## config.mk

```make
export PLATFORM = sky130hd
export DESIGN_NAME = local_maxima_stream
export DESIGN_NICKNAME = d
export VERILOG_FILES = /design/src/rtl/local_maxima_stream.sv
export SDC_FILE = /design/constraint.sdc
export NUM_CORES = 1
export LEC_CHECK = 0
export BUFFER_PORTS_ARGS = -buffer_cell sky130_fd_sc_hd__buf_2
export CAP_MARGIN = 20
export CORE_AREA = 2 2 128 130
export DETAILED_ROUTE_END_ITERATION = 12
export DIE_AREA = 0 0 130 132
export PLACE_DENSITY = 0.56
export SETUP_SLACK_MARGIN = 0.5
export SLEW_MARGIN = 40
export SYNTH_ARGS = -nofsm -noshare
export SYNTH_HDL_FRONTEND = slang
export SYNTH_SLANG_ARGS = --single-unit
export TNS_END_PERCENT = 100
```

## constraint.sdc

```tcl
create_clock -name clk -period 7.1 [get_ports clk]
set_clock_uncertainty 0.05 [all_clocks]
set_input_delay 1.065 -clock clk [delete_from_list [all_inputs] [get_ports clk]]
set_output_delay 1.065 -clock clk [all_outputs]
set_load 0.005 [all_outputs]
```

## src/rtl/local_maxima_stream.sv

```systemverilog
// Streaming 3x3 local-maximum detector for COLS x ROWS raster images.
// Pixels enter one per input handshake. One flag per pixel leaves in raster
// order through a single-entry output register. The block flushes itself
// with zero samples at end of frame and pulses finish after the last flag.
module local_maxima_stream #(
  parameter int PIX_W  = 8,
  parameter int COLS   = 6,
  parameter int ROWS   = 6,
  parameter bit STRICT = 1'b1
) (
  input  logic             clk,
  input  logic             rst,
  input  logic             en,
  input  logic             in_valid,
  output logic             in_ready,
  input  logic [PIX_W-1:0] in_data,
  output logic             out_valid,
  input  logic             out_ready,
  output logic             out_max,
  output logic             out_last,
  output logic             finish
);

  localparam int NPIX  = ROWS * COLS;
  localparam int CNT_W = (NPIX > 1) ? $clog2(NPIX) : 1;
  localparam int ROW_W = (ROWS > 1) ? $clog2(ROWS) : 1;
  localparam int COL_W = (COLS > 1) ? $clog2(COLS) : 1;
  // The 2*COLS+3 window is the incoming sample plus this many stored pixels.
  localparam int WIN_D = 2 * COLS + 2;

  typedef enum logic [1:0] {FILL, RUN, FLUSH, DONE} state_e;

  state_e                       state_q, state_d;
  logic [WIN_D-1:0][PIX_W-1:0]  win_q, win_d;
  logic [CNT_W-1:0]             in_cnt_q, in_cnt_d;
  logic [ROW_W-1:0]             row_q, row_d;
  logic [COL_W-1:0]             col_q, col_d;
  logic                         out_valid_q, out_valid_d;
  logic                         out_max_q, out_max_d;
  logic                         out_last_q, out_last_d;
  logic                         finish_q, finish_d;
  logic                         live_q;

  logic             slot_free;
  logic             step;
  logic             produce;
  logic [PIX_W-1:0] sample;
  logic             is_max;

  // Centre and its eight neighbours after this step's shift; masked to zero
  // outside the image using the centre counters, never the buffer contents.
  logic             top, bot, lft, rgt;
  logic [PIX_W-1:0] ctr;
  logic [PIX_W-1:0] n_tl, n_t, n_tr, n_l, n_r, n_bl, n_b, n_br;

  function automatic logic beats(input logic [PIX_W-1:0] c,
                                 input logic [PIX_W-1:0] n);
    return STRICT ? (c > n) : (c >= n);
  endfunction

  assign slot_free = !out_valid_q || out_ready;

  // Neighbour selection, border masking and the 8-way compare.
  always_comb begin
    top  = (row_q == '0);
    bot  = (row_q == ROW_W'(ROWS - 1));
    lft  = (col_q == '0);
    rgt  = (col_q == COL_W'(COLS - 1));
    ctr  = win_q[COLS];
    n_tl = (top || lft) ? '0 : win_q[2*COLS+1];
    n_t  = top          ? '0 : win_q[2*COLS];
    n_tr = (top || rgt) ? '0 : win_q[2*COLS-1];
    n_l  = lft          ? '0 : win_q[COLS+1];
    n_r  = rgt          ? '0 : win_q[COLS-1];
    n_bl = (bot || lft) ? '0 : win_q[1];
    n_b  = bot          ? '0 : win_q[0];
    n_br = (bot || rgt) ? '0 : sample;
    is_max = beats(ctr, n_tl) && beats(ctr, n_t)  && beats(ctr, n_tr) &&
             beats(ctr, n_l)  && beats(ctr, n_r)  &&
             beats(ctr, n_bl) && beats(ctr, n_b)  && beats(ctr, n_br);
  end

  // Frame FSM: decides handshake, step, producing step and next state.
  // NOTE: every output of a combinational block is assigned a default first,
  // so no path leaves a signal unassigned and no latch is inferred.
  always_comb begin
    state_d  = state_q;
    in_ready = 1'b0;
    step     = 1'b0;
    produce  = 1'b0;
    sample   = in_data;
    unique case (state_q)
      FILL: begin
        in_ready = en && live_q;
        if (in_ready && in_valid) begin
          step = 1'b1;
          if (in_cnt_q == CNT_W'(COLS)) state_d = RUN;
        end
      end
      RUN: begin
        in_ready = en && live_q && slot_free;
        if (in_ready && in_valid) begin
          step    = 1'b1;
          produce = 1'b1;
          if (in_cnt_q == CNT_W'(NPIX - 1)) state_d = FLUSH;
        end
      end
      FLUSH: begin
        sample = '0;
        if (en && slot_free) begin
          step    = 1'b1;
          produce = 1'b1;
          if (in_cnt_q == CNT_W'(COLS)) state_d = DONE;
        end
      end
      DONE: begin
        if (finish_q) state_d = FILL;
      end
      default: state_d = FILL;
    endcase
  end

  // Next-state for window, counters and the output register.
  always_comb begin
    win_d       = win_q;
    in_cnt_d    = in_cnt_q;
    row_d       = row_q;
    col_d       = col_q;
    out_valid_d = out_valid_q;
    out_max_d   = out_max_q;
    out_last_d  = out_last_q;
    finish_d    = (state_q == DONE) && en && out_valid_q && out_ready && out_last_q;

    if (step) begin
      win_d = {win_q[WIN_D-2:0], sample};
      // In FLUSH the pixel counter is reused to count the COLS+1 flush steps.
      if (state_q == FLUSH) begin
        in_cnt_d = (in_cnt_q == CNT_W'(COLS)) ? '0 : in_cnt_q + CNT_W'(1);
      end else begin
        in_cnt_d = (in_cnt_q == CNT_W'(NPIX - 1)) ? '0 : in_cnt_q + CNT_W'(1);
      end
    end

    if (produce) begin
      out_valid_d = 1'b1;
      out_max_d   = is_max;
      out_last_d  = bot && rgt;
      if (rgt) begin
        col_d = '0;
        row_d = bot ? '0 : row_q + ROW_W'(1);
      end else begin
        col_d = col_q + COL_W'(1);
      end
    end else if (en && out_ready) begin
      out_valid_d = 1'b0;
    end
  end

  // State registers with asynchronous active-low reset.
  // NOTE: sequential state uses non-blocking assignments only, so every
  // register samples the pre-edge values regardless of statement order.
  // NOTE: the window buffer is reset too: a mid-frame reset must leave a
  // clean, deterministic block, and the buffer is small enough to afford it.
  always_ff @(posedge clk or negedge rst) begin
    if (!rst) begin
      state_q     <= FILL;
      win_q       <= '0;
      in_cnt_q    <= '0;
      row_q       <= '0;
      col_q       <= '0;
      out_valid_q <= 1'b0;
      out_max_q   <= 1'b0;
      out_last_q  <= 1'b0;
      finish_q    <= 1'b0;
      live_q      <= 1'b0;
    end else begin
      state_q     <= state_d;
      win_q       <= win_d;
      in_cnt_q    <= in_cnt_d;
      row_q       <= row_d;
      col_q       <= col_d;
      out_valid_q <= out_valid_d;
      out_max_q   <= out_max_d;
      out_last_q  <= out_last_d;
      finish_q    <= finish_d;
      // Holds in_ready low while reset is asserted and on the first edge after.
      live_q      <= 1'b1;
    end
  end

  assign out_valid = out_valid_q;
  assign out_max   = out_max_q;
  assign out_last  = out_last_q;
  assign finish    = finish_q;

endmodule

```

==> out/summary.txt, run 1 <==
Launching point of the worst reg2reg path = col_q[1]
Max_cap viols = 0
Lkg Pwr = 4.09 nW
Power Density = 452 nW/um^2
Syn Inst Count = 810
Placed inst area = 7200 um^2
Final Hold Vio Count = 0
EDFF count, synth = 0
Grt met1 use = 26.6%
Tot Pwr = 3.52 mW
Yosys reg bits = 131
Fin cells = 1043
Clk Latency, worst-skew pair = 420 ps
First-pass GRT wire length = 26400 um
Synth area leader = dfrtp_1
P_int = 2.10 mW
Root Driver = clkbuf_16
M2 GR Usage = 29.8%
Cell Area, Synth = 6970 um^2
Starting DRC count in detailed routing = 379
Final Instance Area = 7780 um^2
Setup repair bufs after CTS = 0
Placed Instances = 1012
Fillers = 1512
Vias in the first global route = 5309
DRC violations left = 0
Die ar. = 17200 um^2
Antenna cell count = 0
CTS buffer count = 17
P_sw = 1.42 mW
Max stage delay cell, worst path = or3_1
Comb power frac = 41.8%
Cell repeated most along the worst path = nand4_1
Worst R2R Path Depth = 10
Register area share after synthesis = 47.0%
RSZ-0062 raised after global routing = false
Crit path required time = 7390 ps
WHS Path Cells = 2
Vias per cell = 5.16
Clock sinks = 131
Die height = 132 um
Pre-CTS WS = 4000 ps
Setup-failing EPs final = 0
Setup crit end kind = flip-flop
IO buf count = 17
Initial core utilization = 44.4%
Hold slack final = 410 ps
RR Endpoint = out_max
Yosys warnings = 0
Routed WL = 15900 um
Vias = 5378
Fmax = 325 MHz
Largest net degree at the start of global routing = 81
Count leader, synth = nand2_1
Row count = 46
Critical path type = flip-flop to flip-flop
Final Util = 49.5%
Syn Area/Cell = 8.60 um^2
Final ANT Viol Nets = 0
Synth cell count leaders = nand2_1, dfrtp_1, ha_1
CP max stage delay = 640 ps
Min-Delay Endpoint = win_q[42]
Worst-margin pin slew = 807 ps
Seq pwr share = 33.8%
Crit path launch type = flip-flop
Worst R2R Setup Slack = 4020 ps
Async set-reset flop share out of synthesis = 100%
Setup TNS = 0 ps
Clock Power Share = 24.4%
Worst ir drop on vdd = 0.236 mV
Dpl hpwl = 10600 um
Antenna violations before repair = 0
CTS tree = built
Global route hottest layer = met2
Core area = 15700 um^2
Total GRT Usage = 19.7%
Final nets = 899
Reg clk slew, reported paths = 60 ps
Max FO, Critical Path = 12
IO Pins = 18
Tmin final = 3080 ps
Relative max-transition margin = 46.2%
Htree depth = 4
Routability Congestion = 0.808
Drt pass-1 iters = 5
P&R area growth vs syn = 11.6%
Mapped Nets = 894
Routed WL per cell = 15.2 um
Yosys cell types = 44
Synth top area cells = dfrtp_1, nand2_1, ha_1, nand3b_1, a21oi_1
Final worst setup slack = 4020 ps
Tcrit/Tclk final = 43.3%
Min-delay worst type = flip-flop to flip-flop
Worst-path cell chain = or3_1, and2_1, nand2_1, ha_1, nand4_1, nor2_1, nor4_1, nand4_1, or4_1, o21ai_1
Min-delay src = win_q[34]
Die X = 130 um
Slew Viols, Final = 0
Status = finished clean
Switching share of power = 40.4%
# hold bufs at CTS = 0
# resized after CTS = 0
Share of cells above drive strength 1 = 7.86%
Post-synth top area share = 47.0%
Max Root-Sink Buffers = 2
Gr ovfl total = 0
M3 GR Usage = 4.59%
Top_reg_cell synth = dfrtp_1
Crit path DAT = 3370 ps
-- worst max-delay path: cells and delay by family, from the launching register on --
family	cells	cell delay, ps
simple gates	8	2150
compound gates	1	130
fa+ha+maj	1	250
flops	1	400
-- per-layer routing --
metal  vias to the layer above  share of wire, %
met5                         -                 0
met4                         0               2.6
met3                        29               3.3
met2                        84                47
met1                      2592                47
li1                       2673                 -
-- cell type report --
cell class / instances / area (um^2) / share of cell area, %
multi-input combinational: 637 / 3500 / 45.0
sequential: 131 / 3280 / 42.2
clock buffer: 22 / 474 / 6.10
tap: 216 / 270 / 3.48
timing repair buffer: 21 / 125 / 1.61
clock inverter: 9 / 105 / 1.35
inverter: 7 / 26.3 / 0.338
-- power by group through the flow --
stage	Sequential, mW	Clock [mW]	Combinational, mW
finish	1.19	0.858	1.47
global route	1.22	0.908	1.69
CTS	1.19	0.879	1.48
detailed placement	1.20	0	1.47
global placement	1.19	0	1.41
floorplan	1.11	0	1.14
-- worst max path at each step --
stage	startpoint	endpoint
2_1_floorplan	out_ready	in_ready
3_3_place_gp	in_valid	win_q[56]
3_5_place_dp	in_valid	win_q[56]
4_1_cts	col_q[1]	out_max
5_1_grt	col_q[1]	out_max
6_report	col_q[1]	out_max
-- cells by family (layout without fill, tap and decap cells) --
kind of cell	count (synthesis)	count (layout)	share of synthesized area, %
xor+xnor	3	3	0.377
compound gates	65	65	5.92
flops	131	131	47.0
mux	5	5	0.808
fa+ha+maj	71	71	12.7
other cells	1	1	0.0538
buf+inv	42	59	2.89
simple gates	492	492	30.2
-- cell usage in the layout, fill, tap and decap left out, types with 4 or more instances in the layout --
cell         n
nor2b_1     11
o32ai_1      4
dfrtp_1    131
mux2_2       5
o21ai_0     11
buf_2       16
clkinv_2     4
nand3_1     10
and2_1       8
nand3b_1    19
a21boi_0     4
nand4_1     19
ha_1        71
a21oi_1     25
clkbuf_16   17
nand2_1    388
and3_1       4
a21o_1       5
inv_1        7
o211ai_1     6
nor2_1      14
-- sequential cells by signal, indices dropped and copies added (netlist names) --
| register | cells |
|---|---|
| win_q | 104 |
| ctr | 8 |
| in_cnt_q | 6 |
| col_q | 3 |
| row_q | 3 |
| state_q | 2 |
| finish | 1 |
| live_q | 1 |
| out_last | 1 |
| out_max | 1 |
| out_valid | 1 |
No activity file was read; power rests on OpenSTA's default activity.
==> run 2: changes to the inputs <==
--- a/config.mk
+++ b/config.mk
@@ -5,11 +5,12 @@
 export SDC_FILE = /design/constraint.sdc
 export NUM_CORES = 1
 export LEC_CHECK = 0
+export ABC_AREA = 1
 export BUFFER_PORTS_ARGS = -buffer_cell sky130_fd_sc_hd__buf_2
 export CAP_MARGIN = 20
-export CORE_AREA = 2 2 128 130
+export CORE_AREA = 2 2 129 131
 export DETAILED_ROUTE_END_ITERATION = 12
-export DIE_AREA = 0 0 130 132
+export DIE_AREA = 0 0 131 133
 export PLACE_DENSITY = 0.56
 export SETUP_SLACK_MARGIN = 0.5
 export SLEW_MARGIN = 40
==> constraint.sdc (replaced) <==
create_clock -name clk -period 3.1 [get_ports clk]
set_clock_uncertainty 0.05 [all_clocks]
set_input_delay 0.465 -clock clk [delete_from_list [all_inputs] [get_ports clk]]
set_output_delay 0.465 -clock clk [all_outputs]
set_load 0.005 [all_outputs]
==> out/summary.txt, run 2 <==
Lkg Pwr = 3.99 nW (was 4.09 nW)
Vias = 5385 (was 5378)
Tcrit/Tclk final = 74.5% (was 43.3%)
Setup-failing EPs final = 0 (unchanged)
Vias per cell = 4.81 (was 5.16)
DRC violations left = 0 (unchanged)
RR Endpoint = out_max (unchanged)
Crit path required time = 3350 ps (was 7390 ps)
Final Hold Vio Count = 0 (unchanged)
CTS buffer count = 17 (unchanged)
Power Density = 1030 nW/um^2 (was 452 nW/um^2)
Seq pwr share = 35.0% (was 33.8%)
Cell repeated most along the worst path = nand2_1 (was nand4_1)
IO buf count = 17 (unchanged)
Cell Area, Synth = 7070 um^2 (was 6970 um^2)
Crit path DAT = 2560 ps (was 3370 ps)
Pre-CTS WS = 598 ps (was 4000 ps)
RSZ-0062 raised after global routing = false (unchanged)
Yosys warnings = 0 (unchanged)
Starting DRC count in detailed routing = 314 (was 379)
Worst-margin pin slew = 676 ps (was 807 ps)
Synth cell count leaders = nand2_1, dfrtp_1, o21ai_0 (was nand2_1, dfrtp_1, ha_1)
CTS tree = built (unchanged)
Top sig layer = met4 (unchanged)
Commonest cells after routing, fill and taps aside = nand2_1, dfrtp_1, o21ai_0 (was nand2_1, dfrtp_1, ha_1)
Fin cells = 1120 (was 1043)
CP top delay family = simple AND/OR/NAND/NOR gates (unchanged)
Routability Congestion = 0.863 (was 0.808)
Worst R2R Path Depth = 13 (was 10)
Slew Viols, Final = 0 (unchanged)
Worst ir drop on vdd = 0.506 mV (was 0.236 mV)
Placed Instances = 1085 (was 1012)
Worst R2R Setup Slack = 790 ps (was 4020 ps)
Critical path type = flip-flop to flip-flop (unchanged)
Clock sinks = 131 (unchanged)
P&R area growth vs syn = 12.7% (was 11.6%)
Launching point of the worst reg2reg path = col_q[0] (was col_q[1])
Min-delay worst type = primary input to async pin (was flip-flop to flip-flop)
M1 wire length = 7750 um (was 7530 um)
Mapped Nets = 951 (was 894)
IO Pins = 18 (unchanged)
Syn Inst Count = 867 (was 810)
Fillers = 1575 (was 1512)
Status = finished clean (unchanged)
Clk Latency, worst-skew pair = 420 ps (about the same)
Root Driver = clkbuf_16 (unchanged)
CP max stage delay = 360 ps (was 640 ps)
Yosys reg bits = 131 (unchanged)
Top reg by flops = win_q (unchanged)
Syn Area/Cell = 8.16 um^2 (was 8.60 um^2)
Die ar. = 17400 um^2 (was 17200 um^2)
Async set-reset flop share out of synthesis = 100% (unchanged)
Antenna cell count = 0 (unchanged)
Top_reg_cell synth = dfrtp_1 (unchanged)
Synth area leader = dfrtp_1 (unchanged)
Antenna violations before repair = 0 (unchanged)
Total GRT Usage = 19.0% (was 19.7%)
Max FO, Critical Path = 9 (was 12)
Dpl hpwl = 10400 um (was 10600 um)
Die X = 131 um (was 130 um)
Final worst setup slack = 790 ps (was 4020 ps)
Routed wl met3 = 420 um (was 518 um)
Max_cap viols = 0 (unchanged)
Drt pass-1 iters = 4 (was 5)
P_sw = 3.38 mW (was 1.42 mW)
Tmin final = 2310 ps (was 3080 ps)
Synth top area cells = dfrtp_1, nand2_1, ha_1, o21ai_0, inv_1 (was dfrtp_1, nand2_1, ha_1, nand3b_1, a21oi_1)
Post-synth top area share = 46.4% (was 47.0%)
Comb power frac = 41.5% (was 41.8%)
Routed WL per cell = 13.4 um (was 15.2 um)
Switching share of power = 41.2% (was 40.4%)
Fmax = 433 MHz (was 325 MHz)
# hold bufs at CTS = 0 (unchanged)
Final nets = 971 (was 899)
Routed wl met2 = 6600 um (was 7420 um)
Row count = 47 (was 46)
Htree depth = 4 (unchanged)
Largest net degree at the start of global routing = 127 (was 81)
Vias in the first global route = 5240 (was 5309)
Reg clk slew, reported paths = 60 ps (about the same)
Setup crit end kind = flip-flop (unchanged)
First-pass GRT wire length = 25900 um (was 26400 um)
Leading cell type in the layout, fill and taps excluded = nand2_1 (unchanged)
EDFF count, synth = 0 (unchanged)
Gr ovfl total = 0 (unchanged)
Share of cells above drive strength 1 = 8.44% (was 7.86%)
Yosys cell types = 31 (was 44)
Register area share after synthesis = 46.4% (was 47.0%)
Clock Power Share = 23.5% (was 24.4%)
Final ANT Viol Nets = 0 (unchanged)
Count leader, synth = nand2_1 (unchanged)
Crit path launch type = flip-flop (unchanged)
Die height = 133 um (was 132 um)
Worst Path Buf+Inv = 3 (was 0)
Max reg flops = 104 (unchanged)
Max Root-Sink Buffers = 2 (unchanged)
Routed WL = 15000 um (was 15900 um)
Worst-path cell chain = inv_1, nor3_2, inv_2, nand2_1, inv_1, nand2_1, ha_1, a21oi_1, o21ai_0, a21oi_1, nor2_1, nand3_1, nand2_1 (was or3_1, and2_1, nand2_1, ha_1, nand4_1, nor2_1, nor4_1, nand4_1, or4_1, o21ai_1)
Initial core utilization = 43.7% (was 44.4%)
Max stage delay cell, worst path = dfrtp_1 (was or3_1)
Setup TNS = 0 ps (unchanged)
Relative max-transition margin = 54.9% (was 46.2%)
Core area = 16200 um^2 (was 15700 um^2)
P_int = 4.81 mW (was 2.10 mW)
-- run 2: changes by cell type after synthesis, sizes merged, moves of 7 or more --
cell | previous run | this run
nand3b | 19 | 0
nand3 | 11 | 21
nand2 | 389 | 284
and2 | 8 | 1
nor2b | 11 | 0
nand4 | 20 | 3
buf | 23 | 16
o21ai | 12 | 124
nor2 | 15 | 48
inv | 7 | 105
-- run 2: kinds of logic after synthesis --
family                   after synthesis  synth area share [%]
AND/OR/NAND/NOR                      363                  20.1
AO/OA/AOI/OAI                        165                  12.5
buffers and inverters                132                  7.93
flip-flops                           131                  46.4
adder cells (fa/ha/maj)               71                  12.6
XOR/XNOR                               4                 0.495
other                                  1                0.0530
-- run 2: how the worst max path moves through the flow --
stage	startpoint	depth (start not counted)	slack (ps)	endpoint
final	col_q[0]	13	790	out_max
after global routing	row_q[0]	15	550	out_max
after CTS	state_q[0]	15	580	out_max
after detailed placement	state_q[0]	15	600	out_max
after global placement	state_q[0]	15	630	out_max
after floorplan	state_q[0]	15	900	out_max
-- run 2: layer usage --
metal / up-vias / GRT usage (%)
met1: 2494 / 27.5
met2: 63 / 28.5
met5: - / 0
met4: 0 / 6.80
li1: 2810 / -
met3: 18 / 3.56
-- run 2: what timing repair did --
action,CTS,global route
hold endpoints to repair,0,0
resized for setup,0,5
setup buffers,0,2
endpoints found under the setup margin,0,1
-- run 2: area by class of cell --
cell class | count | area [um^2] | share of cell area [%]
inverter | 107 | 410 | 5.15
clock buffer | 20 | 467 | 5.85
timing repair buffer | 25 | 191 | 2.40
timing repair inverter | 1 | 5.00 | 0.0628
multi-input combinational | 604 | 3240 | 40.6
tap | 220 | 275 | 3.45
sequential | 131 | 3280 | 41.1
clock inverter | 12 | 106 | 1.33
-- run 2: power by group through the flow --
| stage | clock network, mW | logic (mW) | registers [mW] |
|---|---|---|---|
| final | 1.92 | 3.40 | 2.87 |
| after global routing | 2.04 | 4.07 | 2.96 |
| after CTS | 1.98 | 3.42 | 2.88 |
| after detailed placement | 0 | 3.40 | 2.90 |
| after global placement | 0 | 3.34 | 2.90 |
| after floorplan | 0 | 2.71 | 2.71 |
-- run 2: per-stage QoR --
stage	instance area, um^2	utilization [%]	hold slack (ps)	power, mW
after detailed placement	7360	45.5	417	6.30
after global routing	7970	49.3	78.3	9.07
after floorplan	7070	-	119	5.42
final	7970	49.3	10.2	8.19
after CTS	7940	49.1	60.8	8.27
after global placement	7360	45.5	410	6.25
==> run 3: changes to the inputs <==
==> constraint.sdc (replaced) <==
create_clock -name clk -period 2.4 [get_ports clk]
set_clock_uncertainty 0.05 [all_clocks]
set_input_delay 0.36 -clock clk [delete_from_list [all_inputs] [get_ports clk]]
set_output_delay 0.36 -clock clk [all_outputs]
set_load 0.005 [all_outputs]
==> out/summary.txt, run 3 (same netlist as run 2, synthesis figures left out) <==
Worst ir drop on vdd = 0.712 mV (was 0.506 mV)
RR Endpoint = out_max (unchanged)
Max FO, Critical Path = 7 (was 9)
Switching share of power = 41.3% (was 41.2%)
Routability Congestion = 0.822 (was 0.863)
CTS tree = built (unchanged)
Die X = 131 um (unchanged)
Hold slack final = 148 ps (was 10.2 ps)
Setup crit end kind = flip-flop (unchanged)
Comb power frac = 46.6% (was 41.5%)
Cell repeated most along the worst path = nand2_1 (unchanged)
Final Hold Vio Count = 0 (unchanged)
CP max stage delay = 410 ps (was 360 ps)
Reg clk slew, reported paths = 60 ps (about the same)
Tot Pwr = 12.2 mW (was 8.19 mW)
Max stage delay cell, worst path = dfrtp_1 (unchanged)
Min-delay src = out_ready
Min-delay worst type = primary input to flip-flop (was primary input to async pin)
Max_cap viols = 0 (unchanged)
Routed WL = 16600 um (was 15000 um)
Crit. Startpoint = col_q[0] (unchanged)
Worst-margin pin slew = 774 ps (was 676 ps)
Htree depth = 4 (unchanged)
Crit path DAT = 2440 ps (was 2560 ps)
Routed WL per cell = 14.5 um (was 13.4 um)
Total GRT Usage = 19.8% (was 19.0%)
IO Pins = 18 (unchanged)
P_sw = 5.04 mW (was 3.38 mW)
Die ar. = 17400 um^2 (unchanged)
Worst Path Buf+Inv = 2 (was 3)
Fmax = 470 MHz (was 433 MHz)
Setup-failing EPs final = 0 (unchanged)
Tcrit/Tclk final = 88.6% (was 74.5%)
Vias = 5614 (was 5385)
Worst R2R Setup Slack = 270 ps (was 790 ps)
DRC violations left = 0 (unchanged)
First-pass GRT wire length = 27000 um (was 25900 um)
Final Instance Area = 8920 um^2 (was 7970 um^2)
Setup crit end = out_max (unchanged)
CP top delay family = simple AND/OR/NAND/NOR gates (unchanged)
Antenna violations before repair = 0 (unchanged)
CTS buffer count = 17 (unchanged)
Vias in the first global route = 5387 (was 5240)
Initial core utilization = 43.7% (unchanged)
IO buf count = 17 (unchanged)
Critical path type = flip-flop to flip-flop (unchanged)
Largest net degree at the start of global routing = 67 (was 127)
Crit path launch type = flip-flop (unchanged)
Pre-CTS WS = 170 ps (was 598 ps)
Worst R2R Path Depth = 16 (was 13)
Drt pass-1 iters = 5 (was 4)
Tmin final = 2130 ps (was 2310 ps)
Clock sinks = 131 (unchanged)
Final ANT Viol Nets = 0 (unchanged)
Worst-path cell chain = inv_2, nor3_4, buf_6, nor2_4, nand3_2, ha_4, nand2_1, nand2_1, nand2_1, nand2_1, nand2_1, nand2_2, nand2_1, nor2_1, nand3_1, nand2_1 (was inv_1, nor3_2, inv_2, nand2_1, inv_1, nand2_1, ha_1, a21oi_1, o21ai_0, a21oi_1, nor2_1, nand3_1, nand2_1)
Antenna cell count = 0 (unchanged)
Max reg flops = 104 (unchanged)
Crit path required time = 2710 ps (was 3350 ps)
P_int = 7.16 mW (was 4.81 mW)
Dpl hpwl = 10600 um (was 10400 um)
Final nets = 997 (was 971)
Root Driver = clkbuf_16 (unchanged)
Gr ovfl total = 0 (unchanged)
Setup TNS = 0 ps (unchanged)
Leading cell type in the layout, fill and taps excluded = nand2_1 (unchanged)
Top reg by flops = win_q (unchanged)
P&R area growth vs syn = 26.2% (was 12.7%)
Relative max-transition margin = 48.4% (was 54.9%)
Placed inst area = 7460 um^2 (was 7360 um^2)
Core area = 16200 um^2 (unchanged)
Status = finished clean (unchanged)
Lkg Pwr = 4.24 nW (was 3.99 nW)
Die height = 133 um (unchanged)
Starting DRC count in detailed routing = 354 (was 314)
Commonest cells after routing, fill and taps aside = nand2_1, dfrtp_1, o21ai_0 (unchanged)
Clock Power Share = 22.0% (was 23.5%)
CP Depth = 16 (was 13)
Share of cells above drive strength 1 = 20.3% (was 8.44%)
RSZ-0062 raised after global routing = true (was false)
Clk Latency, worst-skew pair = 430 ps (was 420 ps)
Row count = 47 (unchanged)
Slew Viols, Final = 0 (unchanged)
Power Density = 1370 nW/um^2 (was 1030 nW/um^2)
Vias per cell = 4.90 (was 4.81)
Launching point of the worst reg2reg path = col_q[0] (unchanged)
Seq pwr share = 31.4% (was 35.0%)
Fillers = 1483 (was 1575)
Final worst setup slack = 274 ps (was 790 ps)
Max Root-Sink Buffers = 2 (unchanged)
run 3: worst min-delay path by stage:
stage / to / slack (ps) / cells after the start
2_1_floorplan: col_q[0] / 10 / 0
3_3_place_gp: win_q[73] / 320 / 1
3_5_place_dp: win_q[81] / 320 / 1
4_1_cts: finish / 130 / 3
5_1_grt: finish / 150 / 3
6_report: finish / 150 / 3
run 3: repair_timing:
item / CTS / global route
hold endpoints to repair: 53 / 0
cloned: 0 / 3
hold buffers: 1 / 0
pin swaps: 32 / 28
setup endpoints to repair: 48 / 92
resized for setup: 65 / 53
buffers inserted: 15 / 7
run 3: worst reg2reg max path, delay by kind of cell (launching register included):
family / cells / cell delay (ps)
and+or+nand+nor: 13 / 1080
adders and majority gates: 1 / 300
DFF: 1 / 410
buffers and inverters: 2 / 220
run 3: final cells by class:
type	count	area (um^2)	share of cell area [%]
timing repair buffer	51	490	5.50
clock buffer	20	457	5.12
multi-input combinational	604	3810	42.7
sequential	131	3280	36.8
timing repair inverter	1	8.76	0.0982
tap	220	275	3.09
clock inverter	12	155	1.74
inverter	107	445	4.99
run 3: power groups by stage:
stage	clock network, mW	logic (mW)	registers [mW]
2_1_floorplan	0	3.56	3.51
3_3_place_gp	0	4.42	3.75
3_5_place_dp	0	4.49	3.76
4_1_cts	2.74	5.04	3.80
5_1_grt	2.85	6.59	3.93
6_report	2.69	5.69	3.83
run 3: per-stage QoR:
| stage | utilization (%) | cells |
|---|---|---|
| 4_1_cts | 52.7 | 1136 |
| 6_report | 55.2 | 1146 |
| 5_1_grt | 55.2 | 1146 |
| 3_3_place_gp | 46.1 | 1088 |
| 3_5_place_dp | 46.1 | 1088 |
| 2_1_floorplan | - | 867 |
run 3: layer usage:
layer,track usage [%],routed length (um)
met5,0,0
met4,5.44,212
met3,4.45,459
met2,30.0,7660
met1,28.6,8280
